<file path="config.mk">
export PLATFORM = sky130hd
export DESIGN_NAME = repsub_divider
export DESIGN_NICKNAME = d
export VERILOG_FILES = /design/src/rtl/repsub_divider.sv
export SDC_FILE = /design/constraint.sdc
export NUM_CORES = 1
export LEC_CHECK = 0
export BUFFER_PORTS_ARGS = -buffer_cell sky130_fd_sc_hd__buf_2
export CELL_PAD_IN_SITES_DETAIL_PLACEMENT = 2
export CELL_PAD_IN_SITES_GLOBAL_PLACEMENT = 2
export CORE_UTILIZATION = 39
export CTS_BUF_LIST = sky130_fd_sc_hd__clkbuf_2 sky130_fd_sc_hd__clkbuf_4 sky130_fd_sc_hd__clkbuf_8
export CTS_CLUSTER_DIAMETER = 120
export DETAILED_ROUTE_END_ITERATION = 8
export PLACE_DENSITY = 0.87
export SLEW_MARGIN = 10
export SYNTH_ARGS = -nofsm -noshare
export SYNTH_HDL_FRONTEND = slang
export SYNTH_SLANG_ARGS = --single-unit
</file>
<file path="constraint.sdc">
create_clock -name SYS_CLOCK -period 5.9 [get_ports SYS_CLOCK]
set_input_delay 0.295 -clock SYS_CLOCK [delete_from_list [all_inputs] [get_ports SYS_CLOCK]]
set_output_delay 0.295 -clock SYS_CLOCK [all_outputs]
set_load 0.005 [all_outputs]
</file>
<file path="src/rtl/repsub_divider.sv">
// Unsigned divider that uses repeated subtraction: one subtract per clock, so the latency grows with the quotient.
// A zero divisor skips the loop and reports all-ones / zero with a flag.
module repsub_divider #(
  parameter int DSR_W = 3,
  parameter int DVD_W = 2 * DSR_W
) (
  input  logic             SYS_CLOCK,
  input  logic             SYS_RESET_N,
  input  logic             START,
  input  logic [DVD_W-1:0] DIVIDEND,
  input  logic [DSR_W-1:0] DIVISOR,
  output logic             BUSY,
  output logic             DONE,
  output logic [DVD_W-1:0] QUOTIENT,
  output logic [DSR_W-1:0] REMAINDER,
  output logic             DIV_BY_ZERO
);

  localparam logic [1:0] IDLE = 2'd0;
  localparam logic [1:0] SUB  = 2'd1;
  localparam logic [1:0] FIN  = 2'd2;

  localparam logic [DVD_W-1:0] Q_ONE = DVD_W'(1);

  logic [1:0]       r_state;
  logic [DVD_W-1:0] r_rem;
  logic [DSR_W-1:0] r_dsr;
  logic [DVD_W-1:0] r_qcnt;
  logic [DVD_W-1:0] r_quo;
  logic [DSR_W-1:0] r_rmd;
  logic             r_dz;

  logic [DVD_W-1:0] w_dsr_ext;
  logic             w_ge;

  // The compare runs at full dividend width, so the subtraction can never underflow.
  assign w_dsr_ext = {{(DVD_W-DSR_W){1'b0}}, r_dsr};
  assign w_ge      = (r_rem >= w_dsr_ext);

  always_ff @(posedge SYS_CLOCK or negedge SYS_RESET_N) begin
    if (!SYS_RESET_N) begin
      r_state <= IDLE;
      r_rem   <= '0;
      r_dsr   <= '0;
      r_qcnt  <= '0;
      r_quo   <= '0;
      r_rmd   <= '0;
      r_dz    <= 1'b0;
    end else begin
      case (r_state)
        IDLE: begin
          if (START) begin
            if (DIVISOR == '0) begin
              r_quo   <= '1;
              r_rmd   <= '0;
              r_dz    <= 1'b1;
              r_state <= FIN;
            end else begin
              r_rem   <= DIVIDEND;
              r_dsr   <= DIVISOR;
              r_qcnt  <= '0;
              r_state <= SUB;
            end
          end
        end
        SUB: begin
          if (w_ge) begin
            r_rem  <= r_rem - w_dsr_ext;
            r_qcnt <= r_qcnt + Q_ONE;
          end else begin
            r_quo   <= r_qcnt;
            r_rmd   <= r_rem[DSR_W-1:0];
            r_dz    <= 1'b0;
            r_state <= FIN;
          end
        end
        FIN:     r_state <= IDLE;
        default: r_state <= IDLE;
      endcase
    end
  end

  assign BUSY        = (r_state != IDLE);
  assign DONE        = (r_state == FIN);
  assign QUOTIENT    = r_quo;
  assign REMAINDER   = r_rmd;
  assign DIV_BY_ZERO = r_dz;

endmodule

</file>
## Yosys cells after proc, flatten, opt, wreduce, memory -nomap -nowiden

Index checks and enable logic that the tools add are counted.

- Word-level logic and storage cells: 50
- Output and inout bits: 12
- Register bits after elaboration: 27
- Bits of input ports: 12

- Mux-type cells: 24
- Add/sub/neg operators: 2
- Eq/ne operators: 7
- Order comparisons: 1
- Reduce and logical (&&, ||, !) cells: 8
- Bitwise gates (word level): 1

Operators with widths:

| operator | number |
|---|---|
| two-way mux 6 bit | 9 |
| case mux 6 bit (2 select lines) | 3 |
| inequality test 2 bit (second input constant) | 5 |
| two-way mux 3 bit | 3 |
| AND reduction 4 bit | 2 |
| adder 6 x 1 -> 6 bit (second input constant) | 1 |
| >= comparator 6 x 3 -> 1 bit | 1 |
| two-way mux 2 bit | 3 |
| case mux 3 bit (2 select lines) | 1 |
| subtractor 6 x 3 -> 6 bit | 1 |
| case mux 2 bit (2 select lines) | 1 |
| nonzero test 2 bit | 2 |
| logical NOT 3 bit | 1 |
| two-way mux 1 bit | 3 |
| AND reduction 3 bit | 1 |
| equality test 2 x 1 -> 1 bit (second input constant) | 1 |
| equality test 2 bit (second input constant) | 1 |
| logical NOT 2 bit | 1 |
| case mux 1 bit (2 select lines) | 1 |
| AND reduction 2 bit | 1 |
| NOT 1 bit | 1 |

## Longest topological paths before layout

- Depth after elaboration: 4
- Depth in mapped cells: 9
- Gate-level depth less buffers: 9

## Worst setup path after synthesis

No wires, ideal clock.

- Path type: register -> register
- From: register r_rem[0]
- To: register r_rem[4]
- Setup slack: 3.750 ns
- Required time: 5.773 ns
- Period minus slack after synthesis: 2.150 ns
- Stages on the path, launching flop included: 10
- Library setup time: 0.127 ns
- Path buffers: 1
- Arrival: 2.023 ns
- Cells stage by stage: dfrtp_1 > inv_1 > ha_1 > inv_1 > fa_1 > a211oi_2 > a311o_2 > buf_6 > a2bb2oi_1 > o2bb2a_1

- Longest elaborated chain between the ends: 3
- Elaborated cells on any way between the ends: 6
- Classes of those cells: add/sub: 1; order compare: 1; eq/ne: 1; mux: 2; reduce/logical: 1

Ends and longest elaborated chain:

| what | line | text |
|---|---|---|
| start: declaration | 26 | `logic [DVD_W-1:0] r_rem;` |
| start signal: assignment | 68 | `r_rem <= r_rem - w_dsr_ext;` |
| subtractor 6 x 3 -> 6 bit or >= comparator 6 x 3 -> 1 bit (tied branches) | 68, 38 |  |
| two-way mux 6 bit or inequality test 2 bit (tied branches) | n/a |  |
| case mux 6 bit (2 select lines) or AND reduction 4 bit (tied branches) | n/a |  |

Parallel ways exist; a longest one is shown, timed or not. The select of a mux whose other input is x is not followed.
A chain may end at the register's enable or synchronous reset.

## Final worst setup path

- From: register r_rem[0]
- To: register r_rem[2]

Same word-level chain as after synthesis.

==> results.py <==
metrics = {
    "worst_setup_path": {
        "crit_fanout": 16,
        "crit_top_cell": "inv_1",
        "r2r_start": "r_rem[0]",
        "arrival_ns": 2.79,
        "crit_required_ns": 6.14,
        "path_class": "register to register",
        "rr_endpoint": "r_rem[2]",
        "reg2regPathDepth": 8,
        "critical_path.max_stage_delay_ns": 0.42,
        "cp-start-kind": "register",
        "critical-path-slowest-cell": "dfrtp_1",
        "cp-end-kind": "register",
        "rrSetupSlack_ns": 3.35,
        "worstPathCellList": "inv_1 > ha_1 > inv_1 > fa_1 > a211oi_2 > a311o_2 > nand2_2 > mux2_1",
    },
    "global_routing": {
        "grt_use_met2_pct": 39.7,
        "gr-usage-met1_pct": 30.2,
        "antenna_found_initial": 0,
        "grt_pass1_vias": 1191,
        "grt.total_usage_pct": 23.1,
        "met3_usage_pct": 4.48,
        "grt_first_pass_wirelength_mm": 5.97,
        "grt_max_degree": 28,
        "gr-total-overflow": 0,
        "grt-busiest-layer": "met2",
    },
    "logic_synthesis": {
        "yosysSeqAreaShare_pct": 50.2,
        "synth_seq_cells": 27,
        "syn-num-nets": 146,
        "avgSynthCellArea_sq_um": 10.4,
        "ys_warn_count": 0,
        "yosysUniqueCellTypes": 37,
        "synth_cells": 129,
        "syn_area_sq_um": 1350,
    },
    "timing": {
        "clock_skew_ns": 0.0121,
        "fin_crit_sh_pct": 43.2,
        "max_freq_mhz": 392,
        "fin_tns_setup_ns": 0,
        "rsz0062_at_grt": "false",
        "period_minus_slack_ns": 2.55,
        "slew_headroom_pct": 38.4,
        "timing.final.max_slew_violations": 0,
        "hold_viol": 0,
        "worst_pin_slew_ns": 0.922,
        "setup_viol": 0,
    },
    "flow_run": {
        "timing.max_cap.violations": 0,
    },
    "clocking": {
        "root_buffer": "clkbuf_4",
        "clock_path_buffers": 2,
        "post-cts-setup-buffers": 0,
        "hold_buffers": 1,
        "cts_buffers": 3,
        "cts_resized": 0,
        "cts_htree_levels": 1,
        "clk_pin_slew_ns": 0.16,
        "cts_tree": "yes",
        "clock-sinks": 27,
        "clock_latency_ns": 0.34,
    },
    "worst_hold_path": {
        "hold_class": "primary input to register",
        "worstHoldStart": "DIVISOR[2]",
        "whs_endpoint": "r_dsr[2]",
        "holdPathStages": 3,
    },
    "finish": {
        "diodes": 0,
        "stdcell_count": 198,
        "final_core_util_pct": 48.7,
        "syn_to_final_growth_pct": 14.0,
        "fin_area_sq_um": 1540,
        "fillers": 362,
        "final_nets": 172,
        "drive_gt1_share_pct": 22.7,
    },
    "die": {
        "die_w_microns": 60.8,
        "start_util_pct": 42.7,
        "core_sq_um": 3150,
        "dieArea_sq_um": 3690,
        "ios": 24,
        "rows": 20,
        "die_h_microns": 60.8,
    },
    "drt": {
        "wl_per_cell_microns": 18.0,
        "viasPerCell": 5.57,
        "ant_nets": 0,
        "drt-total-wl_mm": 3.57,
        "dr.pass1.iters": 3,
        "vias": 1103,
        "drcViolationCount": 0,
        "drt-initial-drc-count": 33,
    },
    "pwr": {
        "total_power_uw": 829,
        "ir_drop_mv": 0.187,
        "cellLeakagePower_nw": 0.731,
        "powerDensity_nw_per_um2": 540,
    },
    "placed_design": {
        "hpwl_mm": 2.75,
        "placed_cells": 193,
        "gp_congestion": 0.756,
        "numPortBuffers": 23,
        "placed_area_sq_um": 1500,
    },
    "outcome": {
        "run_status": "finished clean",
    },
}
per-stage QoR:
stage | hold slack, ns | setup slack (ns)
after floorplan | -0.000591 | 3.75
after global placement | 0.337 | 3.52
after detailed placement | 0.339 | 3.36
after CTS | 0.194 | 3.34
after global routing | 0.238 | 3.18
final | 0.201 | 3.35
per-layer routing:
layer | vias to the layer above | routed length, microns
li1 | 518 | -
met1 | 564 | 1580
met2 | 19 | 1840
met3 | 2 | 122
met4 | 0 | 25
met5 | - | 0
cell families after synthesis:
family	synth area share (%)
fa+ha+maj	5.20
buf+inv	5.20
compound gates	17.9
mux	4.00
flops	50.2
simple gates	16.8
xor+xnor	0.651
Yosys cell counts:
library cell	number	area, sq um
ha_1	4	50.1
a2bb2oi_1	2	17.5
or4_1	4	30.0
o22a_1	3	26.3
mux2_1	1	11.3
o211ai_1	4	30.0
nand4b_1	1	8.76
nand2_2	1	6.26
inv_1	13	48.8
nor3_1	4	20.0
nand3_1	6	30.0
o2bb2a_1	2	20.0
nand3b_1	1	7.51
buf_2	2	10.0
nand4_1	2	12.5
buf_6	1	11.3
nor2_1	5	18.8
dfrtp_1	27	676
or3_1	1	6.26
o22ai_1	2	12.5
fa_1	1	20.0
nor2b_1	2	12.5
and2_1	1	6.26
nand2_1	13	48.8
a311o_2	1	11.3
mux2_2	2	22.5
a21oi_1	5	25.0
a22o_1	3	26.3
and4_2	1	10.0
o21ai_0	5	25.0
mux2i_1	2	20.0
xnor2_1	1	8.76
a211oi_2	1	12.5
a31oi_2	1	12.5
a22oi_1	2	15.0
o21a_1	1	7.51
or3b_2	1	8.76
worst max path at each step:
stage	startpoint	to	slack (ns)	cells after the start
floorplan	r_rem[0]	r_rem[4]	3.75	9
global placement	r_rem[0]	r_rem[2]	3.52	8
detailed placement	r_rem[0]	r_rem[2]	3.36	8
CTS	r_rem[0]	r_rem[2]	3.34	8
global route	r_rem[0]	r_rem[2]	3.18	8
finish	r_rem[0]	r_rem[2]	3.35	8
cell type report:
cell class / instances / area, sq um / area share (%)
well taps: 44 / 55.1 / 3.59
flip-flops and latches: 27 / 676 / 44.0
multi-input cells: 86 / 601 / 39.1
clock buffers: 3 / 22.5 / 1.47
clock inverters: 1 / 7.51 / 0.489
repair buffers: 24 / 125 / 8.15
inverters: 13 / 48.8 / 3.18
cells in the final DEF, fill, tap and decap left out, types with 3 or more instances in the layout:
master and n:
dfrtp_1 27, buf_2 23, inv_1 13, nand2_1 13, nand3_1 6, nor2_1 5, a21oi_1 5, o21ai_0 5
nor3_1 4, o211ai_1 4, or4_1 4, ha_1 4, o22a_1 3, a22o_1 3, clkbuf_4 3
state kept, by name, summed over array words and instances, names as in the netlist:
register	flops
r_state	2
r_qcnt	6
DIV_BY_ZERO	1
r_rem	6
REMAINDER	3
QUOTIENT	6
r_dsr	3
critical path: cells and delay by family (launching register included):
kind / cells / cell delay [ns]
AO/OA/AOI/OAI: 2 / 0.76
adder cells (fa/ha/maj): 2 / 0.59
buffers and inverters: 2 / 0.15
flip-flops: 1 / 0.42
multiplexers: 1 / 0.36
AND/OR/NAND/NOR: 1 / 0.18
power by group:
| part | internal, mW | leakage, nW | total [mW] | switching [mW] |
|---|---|---|---|---|
| sequential | 0.264 | 0.321 | 0.334 | 0.0696 |
| clock | 0.0260 | 0.0139 | 0.0833 | 0.0573 |
| combinational | 0.184 | 0.395 | 0.412 | 0.228 |
| total | 0.475 | 0.731 | 0.829 | 0.355 |
Note: power is estimated with default switching activity, not from simulation.
